## config.mk

```make
export PLATFORM = sky130hd
export DESIGN_NAME = serial_add_ctrl
export DESIGN_NICKNAME = d
export VERILOG_FILES = /design/src/rtl/serial_add_ctrl.sv
export SDC_FILE = /design/constraint.sdc
export NUM_CORES = 1
export LEC_CHECK = 0
export ABC_AREA = 1
export CAP_MARGIN = 10
export CORE_AREA = 4 4 79 81
export DETAILED_ROUTE_END_ITERATION = 8
export DIE_AREA = 0 0 83 85
export PLACE_DENSITY = 0.62
export SYNTH_ARGS = -nofsm -noshare
export SYNTH_HDL_FRONTEND = slang
export SYNTH_SLANG_ARGS = --single-unit
```

## constraint.sdc

```tcl
create_clock -name clock -period 2.21 [get_ports clock]
set_input_delay 0.442 -clock clock [delete_from_list [all_inputs] [get_ports clock]]
set_output_delay 0.442 -clock clock [all_outputs]
set_load 0.01 [all_outputs]
```

## src/rtl/serial_add_ctrl.sv

```systemverilog
// Bit-serial adder/subtractor sequencer: feeds two parallel operands LSB-first
// through a single carry flip-flop and reassembles the serial sum.
module serial_add_ctrl #(
  parameter int WIDTH = 8,
  parameter int CW    = 6
) (
  input  logic             clock,
  input  logic             reset,
  input  logic             start,
  input  logic             sub,
  input  logic [WIDTH-1:0] op_a,
  input  logic [WIDTH-1:0] op_b,
  output logic             busy,
  output logic             done,
  output logic [WIDTH-1:0] sum,
  output logic             carry_out,
  output logic             overflow,
  output logic             bit_a,
  output logic             bit_b,
  output logic             bit_q,
  output logic             state
);

  typedef enum logic [1:0] {
    IDLE  = 2'd0,
    SHIFT = 2'd1,
    DONE  = 2'd2
  } fsm_t;

  fsm_t             fsm;
  fsm_t             fsm_nxt;
  logic [WIDTH-1:0] sha;
  logic [WIDTH-1:0] shb;
  logic [WIDTH-1:0] res;
  logic [CW-1:0]    cnt;
  logic             prev_carry;
  logic             last;

  assign last = (cnt == CW'(WIDTH - 1));

  // NOTE: sequential state uses non-blocking assignments so every register
  // samples the pre-edge values regardless of statement order.
  always_ff @(posedge clock) begin
    if (reset) begin
      fsm <= IDLE;
    end else begin
      fsm <= fsm_nxt;
    end
  end

  // NOTE: every always_comb output gets a default first, so no path leaves it
  // unassigned and no latch is inferred.
  always_comb begin
    fsm_nxt = fsm;
    case (fsm)
      IDLE:    if (start) fsm_nxt = SHIFT;
      SHIFT:   if (last)  fsm_nxt = DONE;
      DONE:    fsm_nxt = IDLE;
      default: fsm_nxt = IDLE;
    endcase
  end

  always_comb begin
    busy  = 1'b0;
    done  = 1'b0;
    bit_a = 1'b0;
    bit_b = 1'b0;
    bit_q = 1'b0;
    case (fsm)
      SHIFT: begin
        busy  = 1'b1;
        bit_a = sha[0];
        bit_b = shb[0];
        bit_q = sha[0] ^ shb[0] ^ state;
      end
      DONE:    done = 1'b1;
      default: ;
    endcase
  end

  // Datapath: carry cell, operand/result shifters, and the held result.
  always_ff @(posedge clock) begin
    if (reset) begin
      sha        <= '0;
      shb        <= '0;
      res        <= '0;
      cnt        <= '0;
      state      <= 1'b0;
      prev_carry <= 1'b0;
      sum        <= '0;
      carry_out  <= 1'b0;
      overflow   <= 1'b0;
    end else begin
      case (fsm)
        IDLE: begin
          if (start) begin
            sha   <= op_a;
            shb   <= sub ? ~op_b : op_b;
            state <= sub;  // subtract is A + ~B + 1: carry-in supplies the +1
            cnt   <= '0;
            res   <= '0;
          end
        end
        SHIFT: begin
          state <= (bit_a & bit_b) | (bit_a & state) | (bit_b & state);
          sha   <= sha >> 1;
          shb   <= shb >> 1;
          res   <= {bit_q, res[WIDTH-1:1]};
          cnt   <= cnt + 1'b1;
          if (last) prev_carry <= state;
        end
        DONE: begin
          sum       <= res;
          carry_out <= state;
          overflow  <= state ^ prev_carry;
        end
        default: ;
      endcase
    end
  end

endmodule

```

==> results.yml, run 1 <==
timing:
  fin_hold_ws_ps: 470
  timing.slew.headroom_pct: 68.5
  setup_ws_ps: 94.2
  timing_hold_violations_final: 0
  final.setup.tns_ps: 0
  clock.fmax_mhz: 473
  timing.clock.skew_ps: 4.04
  report.final.slew_viol_count: 0
  rsz0062_at_grt: "false"
  min_period_over_period_pct: 95.7
  final-setup-viol-count: 0
  finalCriticalPeriod_ps: 2120
  tightestPinTransition_ps: 470
cts:
  cts_max_path_buffers: 2
  clock_sink_count: 44
  cts.reportedPaths.clkPinSlew_ps: 80
  clock_latency_ps: 290
  htree_num_levels: 2
  cts_tree: "built"
  tritoncts.num_buffers: 5
  cts.hold.buffers_added: 0
  post_cts_buffers: 0
  clk_root_buffer_cell: "sky130_fd_sc_hd__clkbuf_8"
placement:
  place_ws_ps: 417
  post-dp-hpwl_mm: 3.06
  numPlacedInstances: 372
  portBuffers: 35
  globalplace.congestion: 0.793
  place_area_mm2: 0.00234
yosys:
  synth.yosys.seq_area_share_pct: 46.4
  post_synth_mux_area_share_pct: 0
  post_synth_inst_count: 268
  fraction_of_synthesized_cell_area_in_xor_and_xnor_cells_pct: 4.16
  post_synth_instance_area_mm2: 0.00190
  yosys.cell_types.count: 21
  yosys-top-cells-area: "sky130_fd_sc_hd__dfxtp_1 (46%), sky130_fd_sc_hd__nand2_1 (16%), sky130_fd_sc_hd__nand3_1 (5.8%), sky130_fd_sc_hd__nor2_1 (5.5%), sky130_fd_sc_hd__a21oi_1 (4.7%)"
  syn_avg_cell_area_um2: 7.08
  mappedNetlistNets: 289
  synth_edf_count: 0
  synth_top_family_by_area: "simple AND/OR/NAND/NOR gates"
  postSynthRegisterBits: 44
  synth_compound_gate_area_share_pct: 11.7
  synth_fa_ha_area_share_pct: 0.660
  synth.most_common_cell: "sky130_fd_sc_hd__nand2_1"
  synth.top_cell.area_share_pct: 46.4
  yosys.area_share.simple_pct: 29.7
  netlist.top_cell.by_area: "sky130_fd_sc_hd__dfxtp_1"
  netlist_top_cells_count: "sky130_fd_sc_hd__nand2_1 (83), sky130_fd_sc_hd__dfxtp_1 (44), sky130_fd_sc_hd__nor2_1 (28)"
  synthesis.yosys.warnings: 0
  ys.flop_type: "sky130_fd_sc_hd__dfxtp_1"
  ys_async_sr_fraction_pct: 0
drt:
  vias: 1747
  wl_mm: 4.33
  route.antenna.remaining_nets: 0
  drtPass1Iterations: 4
  via_density_per_instance: 4.60
  drt-initial-drc-count: 65
  routedWlPerCell_um: 11.4
  route.detailed.drc: 0
cells_and_area:
  layoutNonFillerInstCount: 380
  finalInstanceArea_mm2: 0.00247
  area_growth_pct: 30.3
  antenna_cells: 0
  nNetsFinal: 328
  final_layout_size_suffix_gt1_share_pct: 7.47
floorplan:
  dieArea_mm2: 0.00706
  io-pin-count: 36
  die_height_um: 85
  die_width_um: 83
  initial_core_util_pct: 34.7
  placementRows: 27
  fp.coreArea_mm2: 0.00547
critical_path:
  critPathLaunch: "sha[0]$_SDFFE_PP0P_"
  crit_path_launch_type: "flip-flop"
  r2r_slack_ps: 850
  timing.reg2reg.worst_path_depth: 6
  r2r-end: "sum[6]$_SDFFE_PP0P_"
  path_max_fanout: 3
  worstSetupPathType: "flip-flop to output pin"
  setup.worst_path.end: "bit_q"
  required_time_of_the_critical_path_ps: 1770
  critPathCaptureType: "output pin"
  critPathArrivalTime_ps: 1670
  worst_r2r_startpoint: "fsm[1]$_SDFFE_PP0P_"
status:
  status: "finished clean"
global_routing:
  grt_start_max_net_pins: 25
  grt_overflow: 0
  groute.usage.overall_pct: 12.7
  grt_pass1_wl_mm: 7.53
  antenna_found_initial: 0
  via_count_of_the_first_global_routing_pass: 1630
pwr:
  vdd.ir_drop.worst_v: 0.000391
  leakage_nw: 1.04
  power.density_cell_area_mw_per_mm2: 682
run:
  maxCapViolations: 0
worst_hold_path:
  holdCritPathClass: "flip-flop to flip-flop"
  timing.hold.worst_path_depth: 2
==> routing by layer <==
metal,GRT usage [%],vias up,share of wire [%],wire [um]
li1,-,927,-,-
met1,17.0,791,51,2190
met2,20.3,25,45,1940
met3,3.30,4,3.4,149
met4,3.57,0,1.1,49
met5,0,-,0,0
==> worst min path at each step <==
stage | slack, ps | from | end
finish | 470 | res[0]$_SDFFE_PP0P_ | res[0]$_SDFFE_PP0P_
global route | 490 | shb[7]$_SDFFE_PP0P_ | shb[7]$_SDFFE_PP0P_
CTS | 470 | sha[7]$_SDFFE_PP0P_ | sha[7]$_SDFFE_PP0P_
detailed placement | 460 | shb[7]$_SDFFE_PP0P_ | shb[7]$_SDFFE_PP0P_
global placement | 450 | sha[7]$_SDFFE_PP0P_ | sha[7]$_SDFFE_PP0P_
floorplan | 440 | res[0]$_SDFFE_PP0P_ | res[0]$_SDFFE_PP0P_
==> per-stage QoR <==
step	power [mW]	utilization, %
4_1_cts	1.71	45.2
2_1_floorplan	0.961	-
3_5_place_dp	1.04	42.8
5_1_grt	1.76	45.2
6_report	1.68	45.2
3_3_place_gp	1.04	42.8
==> cell families (layout without fill, tap and decap cells) <==
family / after synthesis / after routing
AO/OA/AOI/OAI: 42 / 42
XOR/XNOR: 9 / 9
adder cells (fa/ha/maj): 1 / 1
buffers and inverters: 33 / 73
flip-flops: 44 / 44
AND/OR/NAND/NOR: 139 / 139
==> cells in the final DEF (no fill, tap or decap), drive strengths merged <==
cell / count
a21oi: 18
a31oi: 6
and2: 1
buf: 9
bufinv: 1
clkbuf: 7
clkdlybuf4s50: 35
dfxtp: 44
ha: 1
inv: 21
nand2: 83
nand3: 22
nand4: 3
nor2: 30
o21ai: 18
xnor2: 1
xor2: 8
==> sequential cells by signal (all words and copies together) (netlist names) <==
name        flops
overflow        1
prev_carry      1
sum             8
shb             8
carry_out       1
res             8
state           1
cnt             6
sha             8
fsm             2
==> repair_timing <==
action,in CTS,in global routing
hold endpoints to repair,0,0
resized for setup,0,1
endpoints found under the setup margin,0,1
==> worst max-delay path, stage by stage, from the launching register on <==
cell	delay [ps]
sky130_fd_sc_hd__dfxtp_1	370
sky130_fd_sc_hd__inv_1	70
sky130_fd_sc_hd__nand2_1	100
sky130_fd_sc_hd__nand2_1	70
sky130_fd_sc_hd__nand2_1	60
sky130_fd_sc_hd__nand3_1	100
sky130_fd_sc_hd__inv_1	80
sky130_fd_sc_hd__clkdlybuf4s50_1	530
==> power breakdown <==
| part | switching [mW] | internal (mW) | total (mW) |
|---|---|---|---|
| registers | 0.0203 | 0.818 | 0.839 |
| clock network | 0.261 | 0.399 | 0.660 |
| logic | 0.0998 | 0.0864 | 0.186 |
==> final cells by class <==
cell class | count | area (um^2)
Clock buffer | 7 | 96.3
Clock inverter | 1 | 30.0
Inverter | 21 | 78.8
Multi-Input combinational cell | 191 | 877
Sequential cell | 44 | 882
Timing Repair Buffer | 44 | 418
Tap cell | 72 | 90.1
Fill cell | 561 | 3000
Note: power is estimated with default switching activity, not from simulation.
==> run 2: changes to the inputs <==
Settings changed: CTS_CLUSTER_SIZE set to 12.
Clock period 2.21 ns to 2.7 ns, I/O delays scaled along.
==> results.yml, run 2 (synthesis results as in run 1) <==
cts:
  cts_max_path_buffers: 2
  post_cts_resize_count: 0
  cts.hold.buffers_added: 0
  cts_tree: "built"
  tritoncts.num_buffers: 5
  htree_num_levels: 2
  clock_sink_count: 44
  cts.reportedPaths.clkPinSlew_ps: 80
  post_cts_buffers: 0
  clk_root_buffer_cell: "sky130_fd_sc_hd__clkbuf_8"
  clock_latency_ps: 300
floorplan:
  dieArea_mm2: 0.00706
  die_height_um: 85
  initial_core_util_pct: 34.7
  fp.coreArea_mm2: 0.00547
  io-pin-count: 36
  placementRows: 27
  die_width_um: 83
critical_path:
  path_max_fanout: 10
  required_time_of_the_critical_path_ps: 2160
  crit_path_launch_type: "flip-flop"
  critPathArrivalTime_ps: 1890
  critPathCaptureType: "output pin"
  worstSetupPathType: "flip-flop to output pin"
pwr:
  leakage_nw: 1.01
  netSwitchingFraction_pct: 24.3
  power_frac_comb_pct: 11.0
  p_switching_uw: 324
  power.density_cell_area_mw_per_mm2: 549
  pwr-share-clk_pct: 37.6
  power.sequential.fraction_pct: 51.4
  vdd.ir_drop.worst_v: 0.000203
  power.internal_mw: 1.01
drt:
  route.antenna.remaining_nets: 0
  route.detailed.drc: 0
  routedWlPerCell_um: 11.4
  drtPass1Iterations: 4
  drt-initial-drc-count: 123
  wl_mm: 4.30
  via_density_per_instance: 4.60
  vias: 1735
timing:
  timing_hold_violations_final: 0
  tightestPinTransition_ps: 703
  timing.clock.skew_ps: 5.83
  clock.fmax_mhz: 412
  finalCriticalPeriod_ps: 2430
  setup_ws_ps: 274
  timing.slew.headroom_pct: 53.1
  final.setup.tns_ps: 0
  min_period_over_period_pct: 89.9
  final-setup-viol-count: 0
  rsz0062_at_grt: "false"
  report.final.slew_viol_count: 0
global_routing:
  grt_pass1_wl_mm: 7.51
  grt_overflow: 0
  via_count_of_the_first_global_routing_pass: 1598
  antenna_found_initial: 0
  groute.usage.overall_pct: 12.7
  grt_start_max_net_pins: 25
status:
  status: "finished clean"
placement:
  numPlacedInstances: 369
  globalplace.congestion: 0.781
  portBuffers: 35
  post-dp-hpwl_mm: 3.04
  place_ws_ps: 600
cells_and_area:
  antenna_cells: 0
  final_cell_mix: "sky130_fd_sc_hd__nand2_1 (83), sky130_fd_sc_hd__dfxtp_1 (44), sky130_fd_sc_hd__clkdlybuf4s50_1 (35), sky130_fd_sc_hd__nor2_1 (28), sky130_fd_sc_hd__nand3_1 (22)"
  postLayoutCoreUtil_pct: 44.5
  final_layout_size_suffix_gt1_share_pct: 6.23
  mostFrequentLayoutCell: "sky130_fd_sc_hd__nand2_1"
  area_growth_pct: 28.3
  layoutNonFillerInstCount: 377
  nNetsFinal: 325
  n_fill_cell: 582
worst_hold_path:
  holdCritPathClass: "flip-flop to flip-flop"
run:
  maxCapViolations: 0
-- run 2: changes by cell type in the layout (fill, tap and decap cells not counted) --
cell,before,now
sky130_fd_sc_hd__buf_4,9,6
sky130_fd_sc_hd__clkbuf_8,7,5
sky130_fd_sc_hd__clkinv_2,0,1
sky130_fd_sc_hd__dfxtp_1,43,44
sky130_fd_sc_hd__clkinvlp_4,0,1
sky130_fd_sc_hd__dfxtp_2,1,0
-- run 2: final timing paths --
check,start,endpoint,slack (ps),cells past startpoint
setup / recovery,fsm[0]$_SDFFE_PP0P_,bit_q,270,5
hold / removal,sha[7]$_SDFFE_PP0P_,sha[7]$_SDFFE_PP0P_,470,2
setup reg to reg,fsm[0]$_SDFFE_PP0P_,cnt[4]$_SDFFE_PP0P_,1230,6
hold reg to reg,sha[7]$_SDFFE_PP0P_,sha[7]$_SDFFE_PP0P_,470,2
-- run 2: cell type report --
| class | count | area [um^2] | share of cell area, % |
|---|---|---|---|
| inverter | 21 | 78.8 | 3.24 |
| clock buffer | 5 | 68.8 | 2.83 |
| multi-input combinational | 191 | 877 | 36.0 |
| tap | 72 | 90.1 | 3.70 |
| timing repair buffer | 41 | 395 | 16.2 |
| sequential | 44 | 881 | 36.2 |
| clock inverter | 3 | 42.5 | 1.75 |
-- run 2: per-stage QoR --
stage          cell area, um^2  total power, mW  hold WS, ps
2_1_floorplan             1900            0.786          440
3_3_place_gp              2320            0.849          451
3_5_place_dp              2320            0.850          458
4_1_cts                   2430             1.35          469
5_1_grt                   2430             1.41          491
6_report                  2430             1.34          471
-- run 2: power groups by stage --
| stage | clock network [mW] | logic (mW) | registers [mW] |
|---|---|---|---|
| after floorplan | 0 | 0.0884 | 0.698 |
| after global placement | 0 | 0.148 | 0.701 |
| after detailed placement | 0 | 0.149 | 0.701 |
| after CTS | 0.516 | 0.150 | 0.686 |
| after global routing | 0.551 | 0.166 | 0.690 |
| final | 0.502 | 0.147 | 0.686 |
-- run 2: metal layers --
layer	global-route usage (%)	share of wire, %	vias to the layer above
met5	0	0	-
met4	3.12	0.49	0
met3	3.11	2.7	3
met2	21.0	47	20
met1	16.8	50	788
li1	-	-	924
-- run 2: worst max-delay path, stage by stage, from the launching register on --
cell,delay [ps]
sky130_fd_sc_hd__dfxtp_1,440
sky130_fd_sc_hd__inv_2,50
sky130_fd_sc_hd__nor2_2,320
sky130_fd_sc_hd__nand3_1,180
sky130_fd_sc_hd__inv_1,90
sky130_fd_sc_hd__clkdlybuf4s50_1,530
==> run 3: changes to the inputs <==
Settings changed: CELL_PAD_IN_SITES_DETAIL_PLACEMENT set to 0, CELL_PAD_IN_SITES_GLOBAL_PLACEMENT set to 1, PLACE_DENSITY 0.62 to 0.8.
==> results.yml, run 3 (synthesis results as in run 1) <==
cells_and_area:
  nNetsFinal: 325
  final_layout_size_suffix_gt1_share_pct: 5.59
  antenna_cells: 0
  mostFrequentLayoutCell: "sky130_fd_sc_hd__nand2_1"
  final_cell_mix: "sky130_fd_sc_hd__nand2_1 (83), sky130_fd_sc_hd__dfxtp_1 (44), sky130_fd_sc_hd__clkdlybuf4s50_1 (35), sky130_fd_sc_hd__nor2_1 (28), sky130_fd_sc_hd__nand3_1 (22)"
  n_fill_cell: 590
  area_growth_pct: 26.5
  finalInstanceArea_mm2: 0.00240
critical_path:
  family_with_the_most_delay_on_the_worst_path: "buffers and inverters"
  critPathCaptureType: "output pin"
  crit_path_top_delay_cell: "sky130_fd_sc_hd__clkdlybuf4s50_1"
  required_time_of_the_critical_path_ps: 2160
  crit_chain: "inv_1 > nor2_1 > buf_4 > clkdlybuf4s50_1"
  worstSetupPathType: "flip-flop to output pin"
  critPathArrivalTime_ps: 1680
  max_stage_delay_ps: 560
  worstPathBufferInverterCount: 3
  path_max_fanout: 14
  crit_path_launch_type: "flip-flop"
timing:
  timing.slew.headroom_pct: 55.0
  timing_hold_violations_final: 0
  final-setup-viol-count: 0
  clock.fmax_mhz: 451
  report.final.slew_viol_count: 0
  timing.clock.skew_ps: 2.49
  tightestPinTransition_ps: 675
  rsz0062_at_grt: "false"
  final.setup.tns_ps: 0
  finalCriticalPeriod_ps: 2220
  min_period_over_period_pct: 82.1
cts:
  htree_num_levels: 2
  clock_sink_count: 44
  cts.reportedPaths.clkPinSlew_ps: 80
  tritoncts.num_buffers: 5
  cts_max_path_buffers: 2
  post_cts_resize_count: 0
  clk_root_buffer_cell: "sky130_fd_sc_hd__clkbuf_8"
  cts_tree: "built"
  post_cts_buffers: 0
  cts.hold.buffers_added: 0
  clock_latency_ps: 280
pwr:
  leakage_nw: 0.997
  power.internal_uw: 913
  power.sequential.fraction_pct: 56.5
  vdd.ir_drop.worst_v: 0.000264
  power_frac_comb_pct: 12.1
  netSwitchingFraction_pct: 24.9
  p_switching_uw: 303
  power.density_cell_area_mw_per_mm2: 507
  pwr-share-clk_pct: 31.4
floorplan:
  dieArea_mm2: 0.00706
  io-pin-count: 36
  initial_core_util_pct: 34.7
  fp.coreArea_mm2: 0.00547
  placementRows: 27
  die_width_um: 83
  die_height_um: 85
drt:
  via_density_per_instance: 4.60
  routedWlPerCell_um: 11.8
  route.antenna.remaining_nets: 0
  drtPass1Iterations: 4
  route.detailed.drc: 0
  vias: 1730
  drt-initial-drc-count: 87
  wl_mm: 4.44
global_routing:
  grt_overflow: 0
  grt_pass1_wl_mm: 7.53
  via_count_of_the_first_global_routing_pass: 1631
  groute.usage.overall_pct: 12.9
  antenna_found_initial: 0
  grt_start_max_net_pins: 25
placement:
  place_area_mm2: 0.00232
  portBuffers: 35
  post-dp-hpwl_mm: 3.08
  globalplace.congestion: 0.792
status:
  status: "finished clean"
worst_hold_path:
  holdCritPathClass: "flip-flop to flip-flop"
run:
  maxCapViolations: 0
-- run 3: cell count changes in the layout (fill, tap and decap cells not counted), sizes merged --
cell,change
bufinv,-1
clkbuf,+1
clkinvlp,-1
-- run 3: area by class of cell --
cell class / instances / area, um^2 / share of cell area [%]
sequential: 44 / 881 / 36.7
multi-input combinational: 191 / 877 / 36.5
timing repair buffer: 41 / 395 / 16.5
tap: 72 / 90.1 / 3.75
inverter: 21 / 78.8 / 3.28
clock buffer: 6 / 72.6 / 3.02
clock inverter: 1 / 5.00 / 0.209
-- run 3: final timing paths --
path | start | endpoint | slack, ps | depth (start not counted)
setup / recovery | fsm[1]$_SDFFE_PP0P_ | done | 480 | 4
hold / removal | sha[7]$_SDFFE_PP0P_ | sha[7]$_SDFFE_PP0P_ | 470 | 2
setup reg to reg | fsm[0]$_SDFFE_PP0P_ | shb[7]$_SDFFE_PP0P_ | 1400 | 5
hold reg to reg | sha[7]$_SDFFE_PP0P_ | sha[7]$_SDFFE_PP0P_ | 470 | 2
-- run 3: power groups by stage --
stage / clock [mW] / sequential [mW] / combinational (mW)
2_1_floorplan: 0 / 0.698 / 0.0884
3_3_place_gp: 0 / 0.702 / 0.149
3_5_place_dp: 0 / 0.702 / 0.150
4_1_cts: 0.401 / 0.687 / 0.150
5_1_grt: 0.429 / 0.690 / 0.169
6_report: 0.382 / 0.687 / 0.148
-- run 3: worst reg2reg max path, delay by kind of cell, from the launching register on --
kind,cells,cell delay (ps)
AO/OA/AOI/OAI,1,140
buffers and inverters,1,190
flip-flops,1,370
AND/OR/NAND/NOR,3,540
-- run 3: per-layer routing --
metal  share of wire, %  vias to the layer above  routed length (um)  GRT usage [%]
met5                  0                        -                   0              0
met4               0.88                        0                  39           4.01
met3                3.0                        2                 134           3.40
met2                 46                       25                2020           20.9
met1                 50                      779                2240           16.9
li1                   -                      924                   -              -
-- run 3: stage by stage --
stage          utilization [%]  setup slack (ps)  power [mW]  instances  hold slack (ps)
2_1_floorplan                -              1170       0.786        268              440
3_3_place_gp              42.4               688       0.851        369              453
3_5_place_dp              42.4               704       0.852        369              460
4_1_cts                   43.9               458        1.24        376              474
5_1_grt                   43.9               328        1.29        376              480
6_report                  43.9               484        1.22        376              469
==> edit: new RTL, config.mk and constraints of run 2 <==
Set the parameter `WIDTH` to 10 (it was 8).
--- a/src/rtl/serial_add_ctrl.sv
+++ b/src/rtl/serial_add_ctrl.sv
@@ -1,7 +1,7 @@
 // Bit-serial adder/subtractor sequencer: feeds two parallel operands LSB-first
 // through a single carry flip-flop and reassembles the serial sum.
 module serial_add_ctrl #(
-  parameter int WIDTH = 8,
+  parameter int WIDTH = 10,
   parameter int CW    = 6
 ) (
   input  logic             clock,
Ports: changed (resized op_a, op_b and sum); port bits go from 36 to 42. No check against the original RTL was run, so the function may have changed too.
==> edit against run 2 <==
Count of clock-buffer cells in the layout grew 1; sequential cell count up 8; utilization increased by 7.8 points; sequential power grew 19%; routed wire length increased by 22%; power up 11%; synthesized cell count grew 25%; setup slack better by 47 ps; final area up 18%; global-route usage increased by 2.9 points; area after synthesis up 21%; critical endpoint unchanged; largest cell class is now multi-input combinational cells.
==> edit: results <==
group,metric,value,unit
run_status,status,"completed",
global_routing,use_met1,21.1,%
setup_path,critPathTopFamily,"buffers and inverters",
placement,place_hpwl,3700,um
global_routing,grt_use_total,15.6,%
synth,syn_nets,361,
global_routing,use_met3,3.30,%
pwr,ir_drop,0.232,mV
synth,synth_commonest_cells,"nand2_1 (91), nor2_1 (57), dfxtp_1 (52)",
setup_path,crit_path_max_fanout,12,
final_layout,clkbuf_count,6,
setup_path,cpPeakStageDelay,550,ps
final_layout,multi_input_gates,232,
synth,synth_xor_area_share,3.82,%
final_layout,buffer_area_share,15.9,%
setup_path,worstPathArrival,1840,ps
global_routing,grtUsageMet2,25.1,%
drt,firstDrtPassIters,4,
drt,wl_met2,2380,um
cts,cts_sinks,52,
drt,via_count,2046,
synth,synth_compound_area_share,10.3,%
timing,fin_skew,10.7,ps
pwr,switching_share,27.5,%
final_layout,num-nonclk-buffers,47,
placement,gp_congestion,0.794,
final_layout,fillers,602,
drt,drt_iter0_drc,131,
global_routing,grt_start_max_net_pins,33,
drt,met1Wirelength,2640,um
global_routing,grt_pass1_wl,9170,um
placement,pre_cts_slack,657,ps
synth,synthAdderAreaFrac,1.09,%
drt,wl_met3,163,um
pwr,powerSeq,0.000816,W
cts,clk_pin_slew,100,ps
placement,portBuffers,41,
final_layout,sh_seq_area,36.4,%
pwr,p_sw,0.000407,W
final_layout,nets,401,
final_layout,multi_input_area_share,36.6,%
pwr,pwr-share-comb,14.1,%
final_layout,num-nonclk-inverters,37,
pwr,p_leak,1.20,nW
synth,netlist_top_cells_area,"dfxtp_1 (45%), nand2_1 (15%), nor2_1 (9.3%)",
synth,synth_flop_cell,"dfxtp_1",
edit: stage by stage:
step           hold WS, ps  area, um2  cells
2_1_floorplan          419       2290    335
5_1_grt                479       2860    448
3_3_place_gp           441       2770    440
3_5_place_dp           446       2770    440
4_1_cts                463       2860    448
6_report               459       2860    448
edit: worst register-to-register path: stages, from the launching register on:
cell      delay (ps)
dfxtp_1          380
inv_1            110
nand2_1          330
nand2_1          210
nor2_1           440
nand2_1           90
o211ai_1         100
edit: logic make-up after synthesis:
logic type                 after synthesis
and+or+nand+nor                        174
DFF                                     52
buffers and inverters                   51
AOI/OAI and AO/OA                       46
xor gates and xnor gates                10
adders and majority gates                2
edit: path summary, 6_finish.rpt:
path / cells after the start / slack [ps] / from / endpoint
worst max-delay path: 4 / 320 / fsm[1] / bit_q
worst min register to register: 2 / 460 / sha[9] / sha[9]
worst max register to register: 6 / 950 / fsm[1] / sha[6]
worst min-delay path: 2 / 460 / sha[9] / sha[9]
